### src/rtl/pipe_skid_reg.sv
// pipe_skid_reg -- pipeline register between two handshaked stages, carrying a
// control bundle and a payload.
//
// Build option: macro PIPE_SKID_REG_SKID_EN
//   defined   : two-entry skid buffer (states EMPTY/ONE/TWO). in_ready is a
//               register, so there is no combinational path from out_ready.
//   undefined : single register (states EMPTY/ONE). in_ready is
//               (!out_valid || out_ready) && !reset.
//
// Ports
//   clk        rising-edge clock
//   reset      asynchronous, active-high reset
//   flush      synchronous squash of every held entry; has priority over transfers
//   in_valid   upstream offers an entry
//   in_ready   block accepts an entry this cycle
//   in_ctrl    upstream control bundle (CTRL_W bits)
//   in_data    upstream payload (DATA_W bits)
//   out_valid  head entry valid
//   out_ready  downstream takes the head entry this cycle
//   out_ctrl   head control bundle, forced to zero while out_valid=0
//   out_data   head payload (holds its last value when empty)
//   stall_cnt  saturating count of edges with out_valid=1 and out_ready=0
module pipe_skid_reg #(
  parameter int CTRL_W = 9,
  parameter int DATA_W = 127,
  parameter int CNT_W  = 16
) (
  input  logic              clk,
  input  logic              reset,
  input  logic              flush,
  input  logic              in_valid,
  output logic              in_ready,
  input  logic [CTRL_W-1:0] in_ctrl,
  input  logic [DATA_W-1:0] in_data,
  output logic              out_valid,
  input  logic              out_ready,
  output logic [CTRL_W-1:0] out_ctrl,
  output logic [DATA_W-1:0] out_data,
  output logic [CNT_W-1:0]  stall_cnt
);

`ifdef PIPE_SKID_REG_SKID_EN
  typedef enum logic [1:0] {EMPTY = 2'd0, ONE = 2'd1, TWO = 2'd2} state_t;
`else
  typedef enum logic [1:0] {EMPTY = 2'd0, ONE = 2'd1} state_t;
`endif

  state_t              state_reg;
  state_t              state_next;
  logic [CTRL_W-1:0]   main_ctrl_reg;
  logic [DATA_W-1:0]   main_data_reg;
  logic [CNT_W-1:0]    stall_cnt_reg;
  logic                in_xfer;
  logic                out_xfer;
  logic                load_main_in;

  assign out_valid = (state_reg != EMPTY);
  assign in_xfer   = in_valid && in_ready;
  assign out_xfer  = out_valid && out_ready;

  // Control bundle is gated so an empty stage never presents live control bits,
  // even though the main register keeps its stale contents after a flush.
  assign out_ctrl  = out_valid ? main_ctrl_reg : '0;
  assign out_data  = main_data_reg;
  assign stall_cnt = stall_cnt_reg;

`ifdef PIPE_SKID_REG_SKID_EN
  logic [CTRL_W-1:0] skid_ctrl_reg;
  logic [DATA_W-1:0] skid_data_reg;
  logic              in_ready_reg;
  logic              load_main_skid;
  logic              load_skid;

  assign in_ready = in_ready_reg;

  always_comb begin
    state_next     = state_reg;
    load_main_in   = 1'b0;
    load_main_skid = 1'b0;
    load_skid      = 1'b0;
    if (flush) begin
      state_next = EMPTY;
    end else begin
      case (state_reg)
        EMPTY: begin
          if (in_xfer) begin
            state_next   = ONE;
            load_main_in = 1'b1;
          end
        end
        ONE: begin
          if (in_xfer && out_xfer) begin
            load_main_in = 1'b1;
          end else if (in_xfer) begin
            state_next = TWO;
            load_skid  = 1'b1;
          end else if (out_xfer) begin
            state_next = EMPTY;
          end
        end
        TWO: begin
          // in_ready is 0 here, so only the drain path exists.
          if (out_xfer) begin
            state_next     = ONE;
            load_main_skid = 1'b1;
          end
        end
        default: state_next = EMPTY;
      endcase
    end
  end

  always_ff @(posedge clk or posedge reset) begin
    if (reset) begin
      state_reg     <= EMPTY;
      in_ready_reg  <= 1'b1;
      main_ctrl_reg <= '0;
      main_data_reg <= '0;
      skid_ctrl_reg <= '0;
      skid_data_reg <= '0;
    end else begin
      state_reg    <= state_next;
      // Registered copy of "not full" for the state being entered.
      in_ready_reg <= (state_next != TWO);
      if (load_main_in) begin
        main_ctrl_reg <= in_ctrl;
        main_data_reg <= in_data;
      end else if (load_main_skid) begin
        main_ctrl_reg <= skid_ctrl_reg;
        main_data_reg <= skid_data_reg;
      end
      if (load_skid) begin
        skid_ctrl_reg <= in_ctrl;
        skid_data_reg <= in_data;
      end
    end
  end
`else
  // Single-entry mode: accept whenever the register is empty or being drained.
  assign in_ready = (!out_valid || out_ready) && !reset;

  always_comb begin
    state_next   = state_reg;
    load_main_in = 1'b0;
    if (flush) begin
      state_next = EMPTY;
    end else begin
      case (state_reg)
        EMPTY: begin
          if (in_xfer) begin
            state_next   = ONE;
            load_main_in = 1'b1;
          end
        end
        ONE: begin
          // An input transfer here implies the head is leaving in the same cycle.
          if (in_xfer) begin
            load_main_in = 1'b1;
          end else if (out_xfer) begin
            state_next = EMPTY;
          end
        end
        default: state_next = EMPTY;
      endcase
    end
  end

  always_ff @(posedge clk or posedge reset) begin
    if (reset) begin
      state_reg     <= EMPTY;
      main_ctrl_reg <= '0;
      main_data_reg <= '0;
    end else begin
      state_reg <= state_next;
      if (load_main_in) begin
        main_ctrl_reg <= in_ctrl;
        main_data_reg <= in_data;
      end
    end
  end
`endif

  // Stall counter ignores flush: it reflects what the downstream saw before the edge.
  always_ff @(posedge clk or posedge reset) begin
    if (reset) begin
      stall_cnt_reg <= '0;
    end else if (out_valid && !out_ready && (stall_cnt_reg != {CNT_W{1'b1}})) begin
      stall_cnt_reg <= stall_cnt_reg + CNT_W'(1);
    end
  end

endmodule
### config.mk
export PLATFORM = sky130hd
export DESIGN_NAME = pipe_skid_reg
export DESIGN_NICKNAME = d
export VERILOG_FILES = /design/src/rtl/pipe_skid_reg.sv
export SDC_FILE = /design/constraint.sdc
export NUM_CORES = 1
export LEC_CHECK = 0
export CELL_PAD_IN_SITES_DETAIL_PLACEMENT = 1
export CELL_PAD_IN_SITES_GLOBAL_PLACEMENT = 1
export CORE_MARGIN = 4
export CORE_UTILIZATION = 29
export CTS_CLUSTER_SIZE = 8
export DETAILED_ROUTE_END_ITERATION = 16
export GPL_TIMING_DRIVEN = 0
export PLACE_DENSITY = 0.71
export REMOVE_ABC_BUFFERS = 1
export SLEW_MARGIN = 20
export SYNTH_ARGS = -nofsm -noshare
export SYNTH_HDL_FRONTEND = slang
export SYNTH_SLANG_ARGS = --single-unit
### constraint.sdc
create_clock -name clk -period 9.12 [get_ports clk]
set_input_delay 1.824 -clock clk [delete_from_list [all_inputs] [get_ports clk]]
set_output_delay 1.824 -clock clk [all_outputs]
set_load 0.005 [all_outputs]
==> impl_results.md, run 1 <==
- Clock sink total: 153
- Core Area: 20400 um^2
- Reg2Reg Setup Slack: 6.43 ns
- GRT Total Usage: 15.1%
- First-pass GRT wire length: 27800 um
- Worst path cell trace: clkdlybuf4s50_1, nor2b_2, nor2_1, clkdlybuf4s50_1
- Die height: 152 um
- Initial core utilization: 29.7%
- Final Skew: 0.00860 ns
- Worst-path cell with the longest stage delay: clkdlybuf4s50_1
- Hold Fails Final Rpt: 0
- Synth Area per Inst: 16.1 um^2
- Post-cts hold buffer count: 0
- Worst reg-to-reg path cell count: 7
- Critical R2R Capture: out_data[3]
- Post-placement setup slack: 4.15 ns
- FFs w/ async S/R, synth: 100%
- Detailed Routing Iterations Pass 1: 3
- Max VDD drop: 0.113 mV
- Non-Filler Instances: 968
- GR Overflow Total: 0
- Clk slew on worst S/H paths: 0.06 ns
- CTS buffer count: 17
- Critical Path Most Common Cell: clkdlybuf4s50_1
- Post_cts resized: 0
- Setup TNS: 0 ns
- Min-delay src: main_ctrl_reg[0]
- Vias in the first global route: 4926
- Fmax: 0.201 GHz
- Post-synth EDFFs: 0
- Most common flop cell mapped by yosys: dfrtp_1
- Root buf cell: clkbuf_16
- Max H-tree Level: 4
- # DRC: 0
- Max FFs per register: 127
- CTS tree: yes
- Deepest clock path buffer count: 2
- Post-DRT Antenna Nets: 0
- Power Dens Cells: 212 nW/um^2
- Hold depth: 1
- Vias after detailed routing: 4320
- Final setup fails: 0
- Ports: 295
- WL met2: 9820 um
- Initial antenna violation count: 0
- #FFs+latches synth: 153
- DP HPWL: 14000 um
- Delay of the slowest critical-path stage: 0.47 ns
- Fin worst setup slack: 4.15 ns
- CP top delay family: buffers and inverters
- Crit-path max FO: 4
- Filler cell count: 2048
- Pleak: 4.12 nW
- CP Launch Type: input port
- Routed wl met3: 927 um
- Register area share after synthesis: 63.3%
- Final Cycle Share: 54.5%
- Worst hold path type: flip-flop to flip-flop
- Top Metal Used: met4
- DR vias/cell: 4.46
- Worst Setup End Kind: output port
- Die ar.: 23200 um^2
- GPL Wtd Cong: 0.780
- Share of cells above drive strength 1: 7.59%
- Netlist Area Pre-Place: 6050 um^2
- Most frequent cells in the layout: clkdlybuf4s50_1, dfrtp_1, mux2_1, clkbuf_16, and2_1
- Synth-to-Final Area Change: 64.3%
- Post-layout nets: 827
- Synth warnings: 0
- WL/cell: 18.5 um
- Fin. max-slew vios: 0
- Die width: 152 um
- Arrival time of data at the critical path endpoint: 3.14 ns
- RSZ-0062 raised after global routing: false
- Outcome: finished, final reports clean
- Syn Inst Count: 375
- Input/output buffers: 294
- Row count: 52
- Commonest non-fill, non-tap cell in the layout: clkdlybuf4s50_1
- Total power: 0.00210 W
- Detailed Route Iter0 Violations: 82
- Drt total wl: 17900 um
- Synth unique cells: 34
- Setup bufs post-CTS: 0
- CP Class: input port to output port
- Post-layout min period: 4.97 ns
- Largest net degree at the start of global routing: 83
- Ant diodes: 0
- Worst slew pin tran: 0.532 ns
- Max-capacitance violation count: 0
- Post-Place Cells: 936
- Metal-1 WL: 6700 um
- Final hold slack: 0.475 ns
- Slew headroom: 64.5%
- Hold path endpoint: main_ctrl_reg[0]
- Worst EP required: 7.30 ns
- Worst Path Buf+Inv: 2
- Reg-to-reg startpoint: state_reg[0]
- Worst-Skew Late Latency: 0.41 ns
[worst reg2reg max path, stage by stage, from the launching register on]
cell and delay [ns]:
dfrtp_1 0.51, nor2b_2 0.27, nor4b_4 0.46, buf_4 0.32
buf_8 0.18, buf_4 0.23, buf_4 0.25, mux2_1 0.35
[power by group]
group          internal (W)  total [W]  switching [W]
logic              0.000341   0.000492       0.000151
registers          0.000811   0.000890      0.0000792
clock network      0.000435   0.000722       0.000287
[layout make-up]
type                    count  area (um^2)  share of cell area (%)
flip-flops and latches    153         3830                    38.5
clock inverters            12          166                    1.67
clock buffers              20          437                    4.39
multi-input cells         204         2070                    20.8
well taps                 270          338                    3.40
repair buffers            307         3090                    31.1
inverters                   2         15.0                   0.151
[synthesized netlist by cell type (2+ instances only)]
cell type | n | area, um^2
and2_1 | 10 | 62.6
buf_4 | 5 | 37.5
buf_6 | 10 | 113
dfrtp_1 | 153 | 3830
inv_1 | 2 | 7.51
mux2_1 | 136 | 1530
nand2_1 | 7 | 26.3
nand3_1 | 6 | 30.0
nand4_1 | 2 | 12.5
nand4_4 | 2 | 42.5
nor2_1 | 3 | 11.3
nor3_1 | 5 | 25.0
nor4_2 | 3 | 37.5
xnor2_1 | 5 | 43.8
xor2_1 | 7 | 61.3
[metal layers]
layer  vias to the layer above  global-route usage, %
met5                         -                      0
met4                         0                   5.18
met3                        26                   4.54
met1                      2196                   16.0
li1                       1945                      -
met2                       153                   28.6
[cell families (layout without fill, tap and decap cells)]
logic type	after synthesis	count (layout)	share of synthesized area, %
and+or+nand+nor	46	46	5.29
DFF	153	153	63.3
AOI/OAI and AO/OA	8	8	1.32
xor gates and xnor gates	12	12	1.74
buffers and inverters	18	341	2.67
adders and majority gates	1	1	0.207
muxes	137	137	25.5
[worst max path at each step]
stage                   start  slack (ns)               end  cells past startpoint
floorplan               flush       -1.27  main_ctrl_reg[0]                      2
global placement    out_ready       -4.98      out_data[38]                      4
detailed placement  out_ready        4.15          in_ready                      4
CTS                 out_ready        4.14          in_ready                      4
global route        out_ready        4.08          in_ready                      4
finish              out_ready        4.15          in_ready                      4
[stage by stage]
| stage | instance area [um^2] | utilization (%) |
|---|---|---|
| 2_1_floorplan | 5900 | - |
| 3_3_place_gp | 9180 | 45.1 |
| 3_5_place_dp | 9340 | 45.8 |
| 4_1_cts | 9940 | 48.8 |
| 5_1_grt | 9940 | 48.8 |
| 6_report | 9940 | 48.8 |
Note: power is estimated with default switching activity, not from simulation.
==> run 2: changes to the inputs <==
- PLACE_DENSITY: 0.71 -> 0.74
- clock period: 9.12 -> 4.4 ns (I/O delays scaled with it)
==> run 2 against run 1 <==
  * Sequential cell count unchanged
  * Global-route usage up 0.35 points
  * Via count up 0.56%
  * Setup slack worse by 2.8 ns
  * Die area unchanged
  * Clock-buffer cell count down 2
  * Largest power group unchanged
==> impl_results.md, run 2 (same netlist as run 1, synthesis figures left out) <==
- Clk slew on worst S/H paths: 0.06 ns (about the same)
- Fmax: 0.323 GHz
- Deepest clock path buffer count: 2 (unchanged)
- First-pass GRT wire length: 28700 um (+3.1%)
- Hold Fails Final Rpt: 0 (unchanged)
- Detailed Route Iter0 Violations: 81 (-1.2%)
- Die width: 152 um (unchanged)
- CTS buffer count: 17 (unchanged)
- Slew headroom: 56.1% (-8.5 points)
- Pleak: 4.15 nW (+0.73%)
- Post-layout nets: 827 (unchanged)
- Worst Setup End Kind: output port
- Final Skew: 0.00915 ns (+0.000554 ns)
- Clock sink total: 153 (unchanged)
- WL/cell: 18.4 um (-0.15%)
- Final setup fails: 0 (unchanged)
- Die ar.: 23200 um^2 (unchanged)
- Final Cycle Share: 70.3%
- Fin worst setup slack: 1.31 ns (-2.85 ns)
- Row count: 52 (unchanged)
- Final hold slack: 0.484 ns (+0.00828 ns)
- Max H-tree Level: 4 (unchanged)
- GPL Wtd Cong: 0.759 (-2.7%)
- # DRC: 0 (unchanged)
- CP Class: input port to output port
- Top Metal Used: met4
- Max FFs per register: 127 (unchanged)
- Detailed Routing Iterations Pass 1: 4 (+1)
- Power Dens Cells: 449 nW/um^2 (+110%)
- Max-capacitance violation count: 0 (unchanged)
- Worst EP required: 3.52 ns (-3.78 ns)
- Root buf cell: clkbuf_16
- Initial antenna violation count: 0 (unchanged)
- Worst hold path type: flip-flop to flip-flop
- Fin. max-slew vios: 0 (unchanged)
- Drt total wl: 17800 um (-0.26%)
- Vias in the first global route: 5021 (+1.9%)
- CP Launch Type: input port
- Ports: 295 (unchanged)
- Worst reg-to-reg path cell count: 7 (unchanged)
- Metal-1 WL: 6870 um (+2.5%)
- Synth-to-Final Area Change: 65.2%
- Post-placement setup slack: 0.862 ns (-3.29 ns)
- Setup bufs post-CTS: 0 (unchanged)
- Die height: 152 um (unchanged)
- GR Overflow Total: 0 (unchanged)
- Crit-path max FO: 4 (unchanged)
- WL met2: 9460 um (-3.7%)
- Post-cts hold buffer count: 0 (unchanged)
- Outcome: finished, final reports clean
- Vias after detailed routing: 4344 (+0.56%)
- Max VDD drop: 0.313 mV (+180%)
- Hold depth: 1 (unchanged)
- Arrival time of data at the critical path endpoint: 2.21 ns (-0.93 ns)
- DR vias/cell: 4.49 (+0.66%)
- Post_cts resized: 0 (unchanged)
- Core Area: 20400 um^2 (unchanged)
- Largest net degree at the start of global routing: 78 (-6.0%)
- RSZ-0062 raised after global routing: false
- DP HPWL: 13900 um (-0.69%)
- Filler cell count: 2053 (+0.24%)
- CTS tree: yes
- Post-DRT Antenna Nets: 0 (unchanged)
- Commonest non-fill, non-tap cell in the layout: clkdlybuf4s50_1
- Routed wl met3: 1120 um (+20%)
- Share of cells above drive strength 1: 7.75% (+0.15 points)
- GRT Total Usage: 15.5% (+0.35 points)
- Initial core utilization: 29.7% (unchanged)
- Worst slew pin tran: 0.656 ns (+0.124 ns)
- Layout Utilization: 49.1% (+0.27 points)
- Post-layout min period: 3.09 ns
- Worst-Skew Late Latency: 0.41 ns (about the same)
- Input/output buffers: 294 (unchanged)
- Ant diodes: 0 (unchanged)
- Most frequent cells in the layout: clkdlybuf4s50_1, dfrtp_1, mux2_1, clkbuf_16, and2_1
[run 2: critical path: stages]
cell	delay, ns
clkdlybuf4s50_1	0.47
nor2b_2	0.33
nor2_1	0.07
clkdlybuf4s50_1	0.46
[run 2: per-stage QoR]
step | total power, W | setup TNS (ns) | instances | area [um^2]
2_1_floorplan | 0.00212 | -783.16 | 359 | 5900
3_3_place_gp | 0.00286 | -1581.26 | 923 | 9180
3_5_place_dp | 0.00291 | 0 | 936 | 9350
4_1_cts | 0.00457 | 0 | 967 | 9990
5_1_grt | 0.00473 | 0 | 967 | 9990
6_report | 0.00449 | 0 | 967 | 9990
[run 2: path summary, 6_finish.rpt]
kind / start / to / slack, ns
max: out_ready / in_ready / 1.31
min reg2reg: out_data[35] / out_data[35] / 0.48
max reg2reg: state_reg[0] / out_data[121] / 1.62
min in group asynchronous: reset / stall_cnt[1] / 1.05
max in group asynchronous: reset / out_data[110] / 2.57
min: out_data[35] / out_data[35] / 0.48
[run 2: report_power, final]
group | total [W] | switching [W] | internal (W)
Sequential | 0.00184 | 0.000165 | 0.00168
Combinational | 0.00102 | 0.000313 | 0.000707
Clock | 0.00162 | 0.000608 | 0.00102
Total | 0.00449 | 0.00109 | 0.00340
[run 2: cell type report]
cell class                 count  area (um^2)  share of cell area, %
tap                          270          338                   3.38
inverter                       2         15.0                  0.150
sequential                   153         3830                   38.3
multi-input combinational    204         2070                   20.7
clock inverter                13          218                   2.18
clock buffer                  18          429                   4.29
timing repair buffer         307         3100                   31.0
[run 2: routing by layer]
metal / track usage [%] / up-vias
met5: 0 / -
li1: - / 1953
met4: 4.88 / 0
met2: 27.8 / 169
met3: 5.31 / 24
met1: 17.3 / 2198
==> run 3: changes to the inputs <==
- PLACE_DENSITY: 0.74 -> 0.71
- clock period: 4.4 -> 3.2 ns (I/O delays scaled with it)
==> results of run 3 <==
The final DEF is identical to that of run 1. Status: finished, final reports clean.
Main changes from that run: setup slack after placement 4.15 ns -> -0.0728 ns; setup slack after layout 4.15 ns -> 0.394 ns; start point of the critical path out_ready -> reset; end point of the critical path in_ready -> out_data[3]; register-to-register setup slack 6.43 ns -> 0.51 ns; total power 0.00210 W -> 0.00600 W; worst IR drop on VDD 0.113 mV -> 0.323 mV
